### config.mk
export PLATFORM = sky130hd
export DESIGN_NAME = fixed_point_sse_accumulator_flat
export DESIGN_NICKNAME = d
export VERILOG_FILES = /design/src/rtl/fixed_point_pkg.sv /design/src/rtl/fixed_point_sse_accumulator_if.sv /design/src/rtl/fixed_point_seq_squarer.sv /design/src/rtl/fixed_point_sse_accumulator.sv /design/src/flat_wrapper.sv
export SDC_FILE = /design/constraint.sdc
export NUM_CORES = 1
export LEC_CHECK = 0
export CAP_MARGIN = 15
export CORE_MARGIN = 5
export CORE_UTILIZATION = 60
export CTS_CLUSTER_DIAMETER = 80
export DETAILED_ROUTE_END_ITERATION = 7
export GPL_TIMING_DRIVEN = 0
export PLACE_DENSITY = 0.81
export SETUP_SLACK_MARGIN = 0.05
export SLEW_MARGIN = 30
export SYNTH_ARGS = -nofsm -noshare
export SYNTH_HDL_FRONTEND = slang
export SYNTH_SLANG_ARGS = --single-unit
### constraint.sdc
create_clock -name clk -period 9.91 [get_ports clk]
set_input_delay 1.982 -clock clk [delete_from_list [all_inputs] [get_ports clk]]
set_output_delay 1.982 -clock clk [all_outputs]
set_load 0.05 [all_outputs]
### src/rtl/fixed_point_pkg.sv
// Shared constants, FSM encoding and saturating-add helper for the fixed-point SSE datapath.
package fixed_point_pkg;

  localparam int Q_DEF = 8;
  localparam int N_DEF = 16;

  typedef enum logic [1:0] {
    ST_IDLE = 2'd0,
    ST_MUL  = 2'd1,
    ST_ACC  = 2'd2,
    ST_DONE = 2'd3
  } state_t;

  typedef struct packed {
    logic        sat;
    logic [63:0] sum;
  } sat_res_t;

  // Unsigned add clamped to 2^w-1; operands are zero-extended into 64 bits, so w <= 64.
  function automatic sat_res_t sat_add(input logic [63:0] a, input logic [63:0] b,
                                       input int unsigned w);
    sat_res_t    r;
    logic [64:0] s;
    logic [64:0] lim;
    s   = {1'b0, a} + {1'b0, b};
    lim = (65'd1 << w) - 65'd1;
    r.sat = (s > lim);
    r.sum = r.sat ? lim[63:0] : s[63:0];
    return r;
  endfunction

endpackage

### src/rtl/fixed_point_sse_accumulator_if.sv
// Sample-in / SSE-out handshake bundle between the subtractor, this block and its consumer.
interface fixed_point_sse_accumulator_if #(
  parameter int N     = 16,
  parameter int ACC_W = 40
);
  logic [N-1:0]     diff_in;
  logic             in_valid;
  logic             in_ready;
  logic             clear;
  logic [ACC_W-1:0] sse_out;
  logic             sse_sat;
  logic             out_valid;
  logic             out_ready;

  modport master (
    output diff_in, in_valid, clear, out_ready,
    input  in_ready, sse_out, sse_sat, out_valid
  );

  modport slave (
    input  diff_in, in_valid, clear, out_ready,
    output in_ready, sse_out, sse_sat, out_valid
  );
endinterface

### src/rtl/fixed_point_seq_squarer.sv
// N-cycle LSB-first shift-add squarer; done pulses during the final step cycle.
module fixed_point_seq_squarer #(
  parameter int N = 16
) (
  input  logic           clk,
  input  logic           rst,
  input  logic           start,
  input  logic           abort,
  input  logic [N-1:0]   mag,
  output logic           busy,
  output logic           done,
  output logic [2*N-1:0] product
);
  localparam int CW = $clog2(N + 1);

  logic [2*N-1:0] mcand_q, mcand_d;
  logic [2*N-1:0] prod_q,  prod_d;
  logic [N-1:0]   mplr_q,  mplr_d;
  logic [CW-1:0]  cnt_q,   cnt_d;
  logic           busy_q,  busy_d;

  always_comb begin
    mcand_d = mcand_q;
    prod_d  = prod_q;
    mplr_d  = mplr_q;
    cnt_d   = cnt_q;
    busy_d  = busy_q;
    if (abort) begin
      prod_d = '0;
      cnt_d  = '0;
      busy_d = 1'b0;
    end else if (start) begin
      mcand_d = {{N{1'b0}}, mag};
      mplr_d  = mag;
      prod_d  = '0;
      cnt_d   = CW'(N);
      busy_d  = 1'b1;
    end else if (busy_q) begin
      if (mplr_q[0]) prod_d = prod_q + mcand_q;
      mcand_d = mcand_q << 1;
      mplr_d  = mplr_q >> 1;
      cnt_d   = cnt_q - CW'(1);
      if (cnt_q == CW'(1)) busy_d = 1'b0;
    end
  end

  always_ff @(posedge clk or posedge rst) begin
    if (rst) begin
      mcand_q <= '0;
      prod_q  <= '0;
      mplr_q  <= '0;
      cnt_q   <= '0;
      busy_q  <= 1'b0;
    end else begin
      mcand_q <= mcand_d;
      prod_q  <= prod_d;
      mplr_q  <= mplr_d;
      cnt_q   <= cnt_d;
      busy_q  <= busy_d;
    end
  end

  assign busy    = busy_q;
  assign done    = busy_q && (cnt_q == CW'(1));
  assign product = prod_q;
endmodule

### src/rtl/fixed_point_sse_accumulator.sv
// Frame SSE engine: |diff| squared by a sequential squarer, truncated to Q, summed with saturation.
module fixed_point_sse_accumulator
  import fixed_point_pkg::*;
#(
  parameter int Q         = Q_DEF,
  parameter int N         = N_DEF,
  parameter int FRAME_LEN = 16,
  parameter int ACC_W     = 40
) (
  input logic clk,
  input logic rst,
  fixed_point_sse_accumulator_if.slave bus
);
  localparam int CNT_W = $clog2(FRAME_LEN + 1);

  state_t           state_q, state_d;
  logic [ACC_W-1:0] acc_q,   acc_d;
  logic             sat_q,   sat_d;
  logic [CNT_W-1:0] cnt_q,   cnt_d;
  logic             rdy_q;

  logic             sq_start, sq_abort, sq_busy, sq_done;
  logic [N-1:0]     mag;
  logic [2*N-1:0]   product;
  logic [2*N-1:0]   term;
  sat_res_t         add_r;

  // Two's-complement negate in N bits maps -2^(N-1) onto 2^(N-1) as an unsigned value.
  assign mag  = bus.diff_in[N-1] ? (~bus.diff_in + N'(1)) : bus.diff_in;
  assign term = product >> Q;
  assign add_r = sat_add(64'(acc_q), 64'(term), ACC_W);

  fixed_point_seq_squarer #(.N(N)) u_sq (
    .clk     (clk),
    .rst     (rst),
    .start   (sq_start),
    .abort   (sq_abort),
    .mag     (mag),
    .busy    (sq_busy),
    .done    (sq_done),
    .product (product)
  );

  always_comb begin
    state_d  = state_q;
    acc_d    = acc_q;
    sat_d    = sat_q;
    cnt_d    = cnt_q;
    sq_start = 1'b0;
    sq_abort = 1'b0;
    if (bus.clear && state_q != ST_DONE) begin
      state_d  = ST_IDLE;
      acc_d    = '0;
      sat_d    = 1'b0;
      cnt_d    = '0;
      sq_abort = 1'b1;
    end else begin
      unique case (state_q)
        ST_IDLE: if (rdy_q && bus.in_valid) begin
          sq_start = 1'b1;
          state_d  = ST_MUL;
        end
        ST_MUL: if (sq_done) state_d = ST_ACC;
        ST_ACC: begin
          acc_d   = add_r.sum[ACC_W-1:0];
          sat_d   = sat_q | add_r.sat;
          cnt_d   = cnt_q + CNT_W'(1);
          state_d = (cnt_d == CNT_W'(FRAME_LEN)) ? ST_DONE : ST_IDLE;
        end
        ST_DONE: if (bus.out_ready) begin
          acc_d   = '0;
          sat_d   = 1'b0;
          cnt_d   = '0;
          state_d = ST_IDLE;
        end
        default: state_d = ST_IDLE;
      endcase
    end
  end

  // in_ready is registered so it stays low until the first edge after reset release.
  always_ff @(posedge clk or posedge rst) begin
    if (rst) begin
      state_q <= ST_IDLE;
      acc_q   <= '0;
      sat_q   <= 1'b0;
      cnt_q   <= '0;
      rdy_q   <= 1'b0;
    end else begin
      state_q <= state_d;
      acc_q   <= acc_d;
      sat_q   <= sat_d;
      cnt_q   <= cnt_d;
      rdy_q   <= (state_d == ST_IDLE);
    end
  end

  assign bus.in_ready  = rdy_q;
  assign bus.out_valid = (state_q == ST_DONE);
  assign bus.sse_out   = acc_q;
  assign bus.sse_sat   = sat_q;
endmodule

### src/flat_wrapper.sv
// flat-port wrapper written by rule: the top's interface ports become plain ports
module fixed_point_sse_accumulator_flat import fixed_point_pkg::*;
#(
  parameter int Q         = Q_DEF,
  parameter int N         = N_DEF,
  parameter int FRAME_LEN = 16,
  parameter int ACC_W     = 40
)
  (clk, rst, bus_diff_in, bus_in_valid, bus_clear, bus_out_ready, bus_in_ready, bus_sse_out, bus_sse_sat, bus_out_valid);
  fixed_point_sse_accumulator_if #(.N(N), .ACC_W(ACC_W)) bus_i ();
  input logic clk;
  input logic rst;
  input wire logic [$bits(bus_i.diff_in)-1:0] bus_diff_in;
  input wire logic [$bits(bus_i.in_valid)-1:0] bus_in_valid;
  input wire logic [$bits(bus_i.clear)-1:0] bus_clear;
  input wire logic [$bits(bus_i.out_ready)-1:0] bus_out_ready;
  output wire logic [$bits(bus_i.in_ready)-1:0] bus_in_ready;
  output wire logic [$bits(bus_i.sse_out)-1:0] bus_sse_out;
  output wire logic [$bits(bus_i.sse_sat)-1:0] bus_sse_sat;
  output wire logic [$bits(bus_i.out_valid)-1:0] bus_out_valid;
  assign bus_i.diff_in = bus_diff_in;
  assign bus_i.in_valid = bus_in_valid;
  assign bus_i.clear = bus_clear;
  assign bus_i.out_ready = bus_out_ready;
  assign bus_in_ready = bus_i.in_ready;
  assign bus_sse_out = bus_i.sse_out;
  assign bus_sse_sat = bus_i.sse_sat;
  assign bus_out_valid = bus_i.out_valid;
  fixed_point_sse_accumulator #(.Q(Q), .N(N), .FRAME_LEN(FRAME_LEN), .ACC_W(ACC_W)) u_core (.clk(clk), .rst(rst), .bus(bus_i));
endmodule
After elaboration in Yosys (flattened, before gate mapping):

Cells that the tools add are included.

* bitwise gates (word level): 3
* eq/ne operators: 7
* reduce and logical (&&, ||, !) cells: 12
* add/sub/neg operators: 5
* multiplexer cells: 36
* magnitude comparators: 1

Operators with widths (count)
* 2-to-1 mux 32 bit: 6
* 2-to-1 mux 40 bit: 3
* case mux 40 bit (2 select lines): 1
* 2-to-1 mux 16 bit: 3
* adder 40 x 24 -> 41 bit: 1
* > comparator 41 x 40 -> 1 bit, second input constant: 1
* adder 32 bit: 1
* 2-to-1 mux 5 bit: 5
* adder 16 x 1 -> 16 bit, second input constant: 1
* inverter 16 bit: 1
* 2-to-1 mux 1 bit: 10
* 2-to-1 mux 2 bit: 5
* case mux 5 bit (2 select lines): 1
* nonzero test 3 bit: 3
* case mux 2 bit (4 select lines): 1
* AND reduction 2 bit: 3
* adder 5 x 1 -> 5 bit, second input constant: 1
* equality test 5 x 1 -> 1 bit, second input constant: 1
* equality test 5 bit, second input constant: 1
* subtractor 5 x 1 -> 5 bit, second input constant: 1
* equality test 2 bit, second input constant: 2
* logical NOT 2 bit: 2
* logical AND 1 bit: 3
* != test 3 x 2 -> 1 bit, second input constant: 1
* 6 further kinds: 6

* input port bits: 21
* register bits: 135

Depth between registers and ports, before layout:

Gate-level depths: netlist (run 1).

* depth in word-level cells: 6
* gate-level depth with buffers: 13

Cells and area by module:

Synthesis (run 1) repeated with hierarchy kept, for this count alone.

* cells, all modules: 991
* area, all modules: 8954.8 um2

Modules (own cells, without submodules)
* fixed_point_seq_squarer: area each 5022.3 um2, sequential area each 2152.1 um2, instances 1, cells each 524
* fixed_point_sse_accumulator: area each 3932.5 um2, sequential area each 1226.2 um2, instances 1, cells each 467

Worst setup path after synthesis (run 1):

No wires, ideal clock.

* path kind: input port to flip-flop
* start: input bus_diff_in[5]
* end: register u_core.u_sq.mcand_q[14]
* arrival time: 3582 ps
* path buffers: 0
* library setup time: 82 ps
* stages on the path: 6
* data required time: 9828 ps
* setup slack: 6246 ps
* cells stage by stage: or4_1 > or3_1 > o41ai_1 > xnor2_1 > nor2_1 > a31oi_1

* word-level cells in the longest chain between the ends: 4

Ends and longest elaborated chain
* from (decl): line flat_wrapper.sv:13 `input wire logic [$bits(bus_i.diff_in)-1:0] bus_diff_in;`
* inverter 16 bit: line fixed_point_sse_accumulator.sv:29 `assign mag = bus.diff_in[N-1] ? (~bus.diff_in + N'(1)) : bus.diff_in;`
* adder 16 x 1 -> 16 bit: line fixed_point_sse_accumulator.sv:29
* 2-to-1 mux 16 bit: line fixed_point_sse_accumulator.sv:29
* 2-to-1 mux 32 bit: line fixed_point_seq_squarer.sv:32 `end else if (start) begin`
* to (signal assigned): line fixed_point_seq_squarer.sv:55 `mcand_q <= mcand_d;`
* to (decl): line fixed_point_seq_squarer.sv:16 `logic [2*N-1:0] mcand_q, mcand_d;`

No other way between the ends.
A chain may end at the register's enable or synchronous reset.

Worst setup path after layout (run 1):

* start: input bus_diff_in[3]
* end: register u_core.u_sq.mplr_q[13]

* word-level cells in the longest chain between the ends: 4

Ends and longest elaborated chain
* inverter 16 bit: line fixed_point_sse_accumulator.sv:29
* adder 16 x 1 -> 16 bit: line fixed_point_sse_accumulator.sv:29
* 2-to-1 mux 16 bit: line fixed_point_sse_accumulator.sv:29
* 2-to-1 mux 16 bit: line fixed_point_seq_squarer.sv:32
* to (signal assigned): line fixed_point_seq_squarer.sv:57 `mplr_q <= mplr_d;`
* to (decl): line fixed_point_seq_squarer.sv:18 `logic [N-1:0] mplr_q, mplr_d;`

No other way between the ends.

==> reports/qor.yml, run 1 <==
timing:
  rsz0062_at_grt: "false"
  fin_tns_setup_ps: 0
  final-hold-violation-count: 0
  timing.final.crit_share_pct: 39.20
  timing_worst_slew_pin_value_ps: 768.7
  skew_ps: 9.100
  relSlewSlack_pct: 48.75
  whs_ps: 490.7
  fmax_mhz: 257.4
  setup_slack_ps: 6025
  period_needed_ps: 3885
  drv_slew: 0
  setup_viol: 0
cts:
  ctsHoldBuffers: 0
  numCtsBuffers: 17
  clk-insertion-delay-late_ps: 430
  cts_resized: 0
  htreeDepth: 4
  clk_pin_slew_worst_paths_ps: 60
  ctsRootBufferMaster: "clkbuf_16"
  post_cts_buffers: 0
  clock-sinks: 135
  clockBufferDepth: 2
  tritoncts: "yes"
synth:
  synth_warnings: 0
  synthMostInstantiatedCell: "nand2_1"
  syn-instance-count: 1077
  synthArstFlopShare_pct: 100.0
  synthTopCellsByArea: "dfrtp_1 37%, nand2_1 9.1%, ha_1 8.3%, a21oi_1 6.0%, xnor2_1 4.6%"
  synth_edf_count: 0
  synthDistinctLibCells: 80
  synth_common_cells: "220 x nand2_1, 135 x dfrtp_1, 109 x a21oi_1, 82 x o21ai_0, 73 x nor2_1"
  ys.flop_type: "dfrtp_1"
  avgSynthCellArea_um2: 8.384
  ys_seq_area_share_pct: 37.41
  synth_nets: 1160
  netlist.area_leader.share_pct: 37.41
  yosysTopAreaCell: "dfrtp_1"
  synth_seq_cells: 135
  synth.cell_area_um2: 9030
outcome:
  status: "finished, final reports clean"
power_and_ir_drop:
  ir_worst_vdd_uv: 167.8
  power_leakage_nw: 4.731
  power.density_nw_per_um2: 165.1
global_routing:
  grt_max_degree: 81
  grt_pass1_vias: 7947
  grt.total_usage_pct: 26.86
  antenna_found_initial: 0
  grt_first_pass_wirelength_mm: 38.94
  gr-total-overflow: 0
die:
  pin_count: 64
  dieArea_um2: 17600
  fp.dieH_um: 132.7
  initial_core_util_pct: 61.66
  core_um2: 14640
  rows: 44
  die_x_um: 132.7
run:
  max-cap-violations: 0
layout:
  final_area_um2: 10500
  instances_no_fill: 1356
  n_antenna_cell: 0
  drive_gt1_share_pct: 5.973
  ff_latch_area_um2: 3378
  n_fill_cell: 1136
  multiInputGateArea_um2: 5290
  final_nets: 1242
  syn_to_final_growth_pct: 16.27
placement:
  dp_hpwl_mm: 17.16
  gp_congestion: 0.9400
  pre_cts_slack_ps: 5583
  placed_area_um2: 9916
  place_inst: 1324
  io_buffers: 62
drt:
  drt_iter0_drc: 745
  first_pass_iters: 5
  viasPerCell: 6.073
  vias: 8235
  post-route-drc-count: 0
  wl_mm: 23.21
  wire_per_inst_um: 17.12
  antenna_left: 0
setup_path:
  r2r_setup_slack_ps: 6770
  end_kind: "flop"
  crit_arrival_ps: 4180
  cp_max_fo: 5
  cp.required_ps: 10210
  start_kind: "input port"
  path_class: "input port to flop"
min_path:
  hold_path.class: "flop to flop"
-- logic make-up (layout without fill, tap and decap cells) --
kind of cell / after synthesis / after routing / synth area share [%]
XOR/XNOR: 62 / 62 / 6.014
AO/OA/AOI/OAI: 342 / 342 / 24.25
adder cells (fa/ha/maj): 62 / 62 / 8.757
AND/OR/NAND/NOR: 395 / 395 / 19.29
multiplexers: 2 / 2 / 0.2771
flip-flops: 135 / 135 / 37.41
buffers and inverters: 79 / 174 / 4.004
-- placed cells by master (no fill, tap or decap), drive strengths merged, types with 8 or more instances in the layout --
cell / instances
a21o: 25
a21oi: 111
a22o: 10
a31oi: 25
buf: 15
clkbuf: 57
clkdlybuf4s50: 62
dfrtp: 135
ha: 60
inv: 28
nand2: 221
nand2b: 10
nand3: 25
nand4: 13
nor2: 74
nor3: 12
o211ai: 10
o21ai: 95
o21bai: 8
o31ai: 13
or3: 12
xnor2: 47
xor2: 15
-- final timing paths --
path | startpoint | endpoint | cells past startpoint
worst min register to register | u_core.u_sq.mplr_q[15] | u_core.u_sq.mplr_q[15] | 2
min in group asynchronous | rst | u_core.state_q[1] | 2
worst max-delay path | bus_diff_in[3] | u_core.u_sq.mplr_q[13] | 7
worst min-delay path | u_core.u_sq.mplr_q[15] | u_core.u_sq.mplr_q[15] | 2
max in group asynchronous | rst | u_core.u_sq.mcand_q[30] | 3
worst max register to register | u_core.u_sq.product[8] | u_core.bus.sse_out[19] | 13
-- worst max-delay path, stage by stage --
cell             delay, ps
clkdlybuf4s50_1        490
or4_1                  520
or3_1                  400
o31ai_1                310
xnor2_1                110
o21ai_0                250
a21oi_1                120
-- metal layers --
metal	global-route usage [%]	wire length (um)	up-vias
li1	-	-	4016
met1	35.58	10150	3877
met2	43.99	11020	289
met3	5.505	1444	53
met4	9.527	601	0
met5	0	0	-
-- where the power goes --
| group | total, W | leakage, nW | internal [W] | switching [W] |
|---|---|---|---|---|
| registers | 0.000690 | 1.79 | 0.000625 | 0.0000655 |
| logic | 0.000415 | 2.66 | 0.000164 | 0.000251 |
| clock network | 0.000628 | 0.286 | 0.000382 | 0.000245 |
-- state kept, by name, summed over array words and instances, names as in the netlist --
name / cells
u_core.bus.in_ready: 1
u_core.bus.sse_out: 40
u_core.bus.sse_sat: 1
u_core.cnt_q: 5
u_core.state_q: 2
u_core.u_sq.busy: 1
u_core.u_sq.cnt_q: 5
u_core.u_sq.mcand_q: 32
u_core.u_sq.mplr_q: 16
u_core.u_sq.product: 32
-- through the flow --
step	utilization, %	power, W
floorplan	-	0.0009944
global placement	67.47	0.001092
detailed placement	67.71	0.001104
CTS	71.69	0.001734
global route	71.69	0.001828
finish	71.69	0.001733
-- final cells by class --
cell class / instances / share of cell area [%]
sequential: 135 / 32.18
tap: 184 / 2.193
buffer: 52 / 2.479
timing repair buffer: 63 / 6.173
inverter: 27 / 1.037
multi-input combinational: 863 / 50.39
clock inverter: 12 / 1.204
clock buffer: 20 / 4.350
Note: power is estimated with default switching activity, not from simulation.
==> run 2: changes to the inputs <==
clock period = 3.95 ns   (was 9.91 ns; I/O delays follow)
==> run 2 against run 1 <==
Net effect: non-clock buffer count grew 4; critical endpoint is now u_core.bus.sse_out[28]; critical path depth grew 6; worst setup slack lost 5300 ps; hold slack is essentially flat; sequential power grew to 2.5 times the previous value.
==> reports/qor.yml, run 2 (synthesized netlist as in run 1, its figures left out) <==
setup_path:
  cp.required_ps: 4310  # -5900 ps
  path_class: "flop to flop"
  end_kind: "flop"
  start_kind: "flop"
  cp_max_fo: 10  # +5
  crit_arrival_ps: 3570  # -610 ps
cts:
  ctsHoldBuffers: 0  # unchanged
  numCtsBuffers: 17  # unchanged
  htreeDepth: 4  # unchanged
  post_cts_buffers: 0  # unchanged
  clk-insertion-delay-late_ps: 420  # about the same
  tritoncts: "yes"
  clockBufferDepth: 2  # unchanged
  clk_pin_slew_worst_paths_ps: 60  # about the same
  ctsRootBufferMaster: "clkbuf_16"
  cts_resized: 0  # unchanged
  clock-sinks: 135  # unchanged
layout:
  layout_common_cells: "220 x nand2_1, 135 x dfrtp_1, 109 x a21oi_1, 82 x o21ai_0, 73 x nor2_1"
  largest_register_ffs: 40  # unchanged
  syn_to_final_growth_pct: 16.63
  final_common_cell: "nand2_1"
  final_nets: 1246  # +0.32%
  n_fill_cell: 1151  # +1.3%
  final_area_um2: 10530  # +0.31%
  ff_latch_area_um2: 3378  # unchanged
  multiInputGateArea_um2: 5290  # unchanged
  n_antenna_cell: 0  # unchanged
  drive_gt1_share_pct: 6.048  # +0.075 points
power_and_ir_drop:
  ir_worst_vdd_uv: 401.9  # +140%
  finalPower_w: 0.004269  # +150%
  power_leakage_nw: 4.741  # +0.21%
  power.density_nw_per_um2: 405.4  # +150%
die:
  pin_count: 64  # unchanged
  initial_core_util_pct: 61.66  # unchanged
  fp.dieH_um: 132.7  # unchanged
  core_um2: 14640  # unchanged
  rows: 44  # unchanged
  die_x_um: 132.7  # unchanged
  dieArea_um2: 17600  # unchanged
timing:
  timing_worst_slew_pin_value_ps: 701.0  # -67.72 ps
  rsz0062_at_grt: "false"
  setup_viol: 0  # unchanged
  fmax_mhz: 311.4
  timing.final.crit_share_pct: 81.31
  skew_ps: 7.225  # -1.875 ps
  relSlewSlack_pct: 53.27  # +4.5 points
  fin_tns_setup_ps: 0  # unchanged
  drv_slew: 0  # unchanged
  period_needed_ps: 3212
  final-hold-violation-count: 0  # unchanged
global_routing:
  grt_first_pass_wirelength_mm: 38.71  # -0.60%
  gr-total-overflow: 0  # unchanged
  grt_pass1_vias: 7891  # -0.70%
  antenna_found_initial: 0  # unchanged
  grt.total_usage_pct: 26.83  # -0.033 points
  grt_max_degree: 30  # -63%
outcome:
  status: "finished, final reports clean"
run:
  max-cap-violations: 0  # unchanged
drt:
  post-route-drc-count: 0  # unchanged
  antenna_left: 0  # unchanged
  vias: 8397  # +2.0%
  drt_iter0_drc: 624  # -16%
  wl_mm: 23.33  # +0.49%
  wire_per_inst_um: 17.18  # +0.34%
  viasPerCell: 6.183  # +1.8%
  first_pass_iters: 5  # unchanged
placement:
  dp_hpwl_mm: 17.65  # +2.8%
  io_buffers: 62  # unchanged
  gp_congestion: 0.9188  # -2.3%
  placed_area_um2: 9992  # +0.77%
min_path:
  hold_path.class: "flop to flop"
==> run 2: where the power goes <==
| group | internal, W | total (W) | switching [W] |
|---|---|---|---|
| registers | 0.00157 | 0.00174 | 0.000171 |
| logic | 0.000419 | 0.00105 | 0.000633 |
| clock network | 0.000885 | 0.00148 | 0.000592 |
==> run 2: final cells by class <==
type / instances / area share, %
well taps: 184 / 2.186
repair buffers: 67 / 6.915
clock inverters: 9 / 0.7485
plain buffers: 52 / 2.471
flip-flops and latches: 135 / 32.08
inverters: 27 / 0.9980
multi-input cells: 863 / 50.23
clock buffers: 21 / 4.372
==> run 2: worst max-delay path: stages (launching register included) <==
cell	delay, ps
dfrtp_1	420
ha_1	210
inv_1	60
fa_1	390
and2b_1	230
o31ai_2	100
a211oi_2	320
o2111ai_1	220
o21ba_2	260
buf_4	180
nor3_2	220
buf_2	280
o21ai_0	160
nand2_1	110
==> run 2: metal layers <==
layer | GRT usage (%) | wire length, um | vias up
li1 | - | - | 4024
met1 | 35.01 | 10180 | 4004
met2 | 43.65 | 10880 | 301
met3 | 5.505 | 1444 | 68
met4 | 11.32 | 818 | 0
met5 | 0 | 0 | -
==> run 2: path summary, 6_finish.rpt <==
| kind | slack, ps | startpoint | cells past startpoint | endpoint |
|---|---|---|---|---|
| min reg2reg | 490 | u_core.u_sq.mplr_q[15] | 2 | u_core.u_sq.mplr_q[15] |
| max in group asynchronous | 2380 | rst | 5 | u_core.u_sq.product[22] |
| min in group asynchronous | 710 | rst | 2 | u_core.u_sq.mplr_q[5] |
| max | 740 | u_core.u_sq.product[8] | 13 | u_core.bus.sse_out[28] |
| min | 490 | u_core.u_sq.mplr_q[15] | 2 | u_core.u_sq.mplr_q[15] |
| max reg2reg | 740 | u_core.u_sq.product[8] | 13 | u_core.bus.sse_out[28] |
==> run 2: stage by stage <==
stage	std cells	utilization, %	worst slack (ps)	hold slack [ps]
2_1_floorplan	1077	-	915.4	446.2
3_3_place_gp	1323	67.50	294.6	466.3
3_5_place_dp	1328	68.23	780.1	477.5
4_1_cts	1358	71.92	790.2	489.9
5_1_grt	1358	71.92	627.3	530.5
6_report	1358	71.92	738.2	490.9
==> run 3: changes to the inputs <==
clock period = 3 ns   (was 3.95 ns; I/O delays follow)
==> run 3 against run 2 <==
Net effect: first-iteration DRC count increased by 5.4%; critical path type unchanged; clock skew grew 2.1 ps; count of clock-buffer cells in the layout is 2 higher; cell area grew 4.0%; wire length grew 4.5%; largest cell class unchanged; final cell count grew 1.2%; worst setup slack worse by 720 ps; sequential cell count stayed put; highest routed layer unchanged; combinational power up 38%.
==> reports/qor.yml, run 3 (synthesized netlist as in run 1, its figures left out) <==
outcome:
  status: "finished, final reports clean"
placement:
  place_inst: 1328  # unchanged
  gp_congestion: 0.9333  # +1.6%
  dp_hpwl_mm: 17.68  # +0.17%
  pre_cts_slack_ps: -83.37  # -863.4 ps
  io_buffers: 62  # unchanged
timing:
  period_needed_ps: 2982  # -229.5 ps
  rsz0062_at_grt: "true"
  drv_slew: 0  # unchanged
  final-hold-violation-count: 0  # unchanged
  skew_ps: 9.307  # +2.082 ps
  relSlewSlack_pct: 52.07  # -1.2 points
  timing_worst_slew_pin_value_ps: 718.9  # +17.90 ps
  fin_tns_setup_ps: 0  # unchanged
  fmax_mhz: 335.3  # +7.7%
  timing.final.crit_share_pct: 99.41  # +18 points
  setup_slack_ps: 17.75  # -720.5 ps
  setup_viol: 0  # unchanged
die:
  die_x_um: 132.7  # unchanged
  initial_core_util_pct: 61.66  # unchanged
  rows: 44  # unchanged
  dieArea_um2: 17600  # unchanged
  fp.dieH_um: 132.7  # unchanged
  core_um2: 14640  # unchanged
  pin_count: 64  # unchanged
global_routing:
  grt_max_degree: 31  # +3.3%
  grt.total_usage_pct: 26.91  # +0.080 points
  antenna_found_initial: 0  # unchanged
  grt_pass1_vias: 7848  # -0.54%
  grt_first_pass_wirelength_mm: 39.02  # +0.80%
  gr-total-overflow: 0  # unchanged
setup_path:
  crit_arrival_ps: 3330  # -240 ps
  path_class: "flop to flop"
  start_kind: "flop"
  cp_cell_sequence: "ha_4 -> inv_2 -> fa_2 -> and2b_2 -> o31ai_4 -> a211oi_4 -> o2111ai_2 -> o21ba_4 -> buf_8 -> nor3_4 -> buf_6 -> a31oi_4 -> o22ai_2"
  cp_max_fo: 5  # -5
  crit_slowest_cell: "dfrtp_1"
  end_kind: "flop"
  cpPeakStageDelay_ps: 410  # about the same
  cp.required_ps: 3350  # -960 ps
power_and_ir_drop:
  power_leakage_nw: 4.879  # +2.9%
  power.density_nw_per_um2: 532.5  # +31%
  ir_worst_vdd_uv: 457.5  # +14%
drt:
  vias: 8461  # +0.76%
  antenna_left: 0  # unchanged
  drt_iter0_drc: 658  # +5.4%
  post-route-drc-count: 0  # unchanged
  wl_mm: 24.37  # +4.5%
  viasPerCell: 6.158  # -0.41%
  wire_per_inst_um: 17.74  # +3.3%
  first_pass_iters: 6  # +1
cts:
  clk_pin_slew_worst_paths_ps: 60  # about the same
  clk-insertion-delay-late_ps: 430  # about the same
  numCtsBuffers: 17  # unchanged
  clock-sinks: 135  # unchanged
  htreeDepth: 4  # unchanged
  ctsRootBufferMaster: "clkbuf_16"
  clockBufferDepth: 2  # unchanged
  tritoncts: "yes"
  ctsHoldBuffers: 0  # unchanged
layout:
  layout_common_cells: "219 x nand2_1, 132 x dfrtp_1, 105 x a21oi_1, 75 x o21ai_0, 72 x nor2_1"
  largest_register_ffs: 40  # unchanged
  instances_no_fill: 1374  # +1.2%
  n_fill_cell: 1044  # -9.3%
  n_antenna_cell: 0  # unchanged
  syn_to_final_growth_pct: 21.34
  final_nets: 1261  # +1.2%
  final_common_cell: "nand2_1"
  drive_gt1_share_pct: 9.916  # +3.9 points
min_path:
  hold_path.class: "input port to asynchronous set/reset pin"
run:
  max-cap-violations: 0  # unchanged
## run 3: cell count changes in the layout (fill, tap and decap cells not counted), moves of 4 or more
cell     before  now
buf_6         2    6
o21ai_1      12   18
ha_1         60   55
buf_4         3   15
o21ai_0      82   75
a21oi_1     109  105
## run 3: what timing repair did
| action | in CTS | in global routing |
|---|---|---|
| setup buffers | 3 | 10 |
| endpoints found under the setup margin | 40 | 50 |
| pin swaps | 6 | 22 |
| resized for setup | 12 | 50 |
| gates cloned | 2 | 0 |
## run 3: final timing paths
path / from / end / depth (start not counted) / slack (ps)
worst min register to register: u_core.u_sq.mplr_q[15] / u_core.u_sq.mplr_q[15] / 2 / 500
min in group clk: u_core.u_sq.mplr_q[15] / u_core.u_sq.mplr_q[15] / 2 / 500
worst max register to register: u_core.u_sq.product[8] / u_core.bus.sse_out[25] / 13 / 20
max in group asynchronous: rst / u_core.u_sq.product[21] / 5 / 1680
worst max-delay path: u_core.u_sq.product[8] / u_core.bus.sse_out[25] / 13 / 20
worst min-delay path: rst / u_core.u_sq.mcand_q[4] / 2 / 500
## run 3: per-stage QoR
step / instance area, um^2 / hold slack (ps) / total power (W) / util, %
floorplan: 9036 / 446.2 / 0.003285 / -
global placement: 9887 / 464.8 / 0.003607 / 67.52
detailed placement: 9995 / 480.9 / 0.003661 / 68.25
CTS: 10650 / 494.1 / 0.005752 / 72.75
global route: 10960 / 522.1 / 0.006123 / 74.82
finish: 10960 / 501.5 / 0.005835 / 74.82
## run 3: worst max-delay path, delay by kind of cell, from the launching register on
family                     cells  cell delay [ps]
and+or+nand+nor                2              560
DFF                            1              410
AOI/OAI and AO/OA              6             1060
adders and majority gates      2              520
buffers and inverters          3              370
## run 3: final cells by class
| class | instances | area, um^2 | share of cell area, % |
|---|---|---|---|
| Clock buffer | 23 | 488.0 | 4.454 |
| Timing Repair Buffer | 82 | 857.1 | 7.822 |
| Inverter | 27 | 105.1 | 0.9592 |
| Sequential cell | 135 | 3382 | 30.87 |
| Clock inverter | 8 | 97.59 | 0.8907 |
| Buffer | 52 | 286.5 | 2.615 |
| Multi-Input combinational cell | 863 | 5510 | 50.29 |
| Tap cell | 184 | 230.2 | 2.101 |
## run 3: routing by layer
metal | routed length (um) | track usage (%) | up-vias
li1 | - | - | 4033
met1 | 10590 | 36.09 | 4076
met2 | 11790 | 44.04 | 305
met3 | 1398 | 4.176 | 47
met4 | 594 | 10.51 | 0
met5 | 0 | 0 | -
## run 3: power breakdown
part | total, W | switching (W) | internal, W
Clock | 0.00210 | 0.000795 | 0.00130
Sequential | 0.00229 | 0.000223 | 0.00207
Combinational | 0.00145 | 0.000865 | 0.000584
Total | 0.00583 | 0.00188 | 0.00395
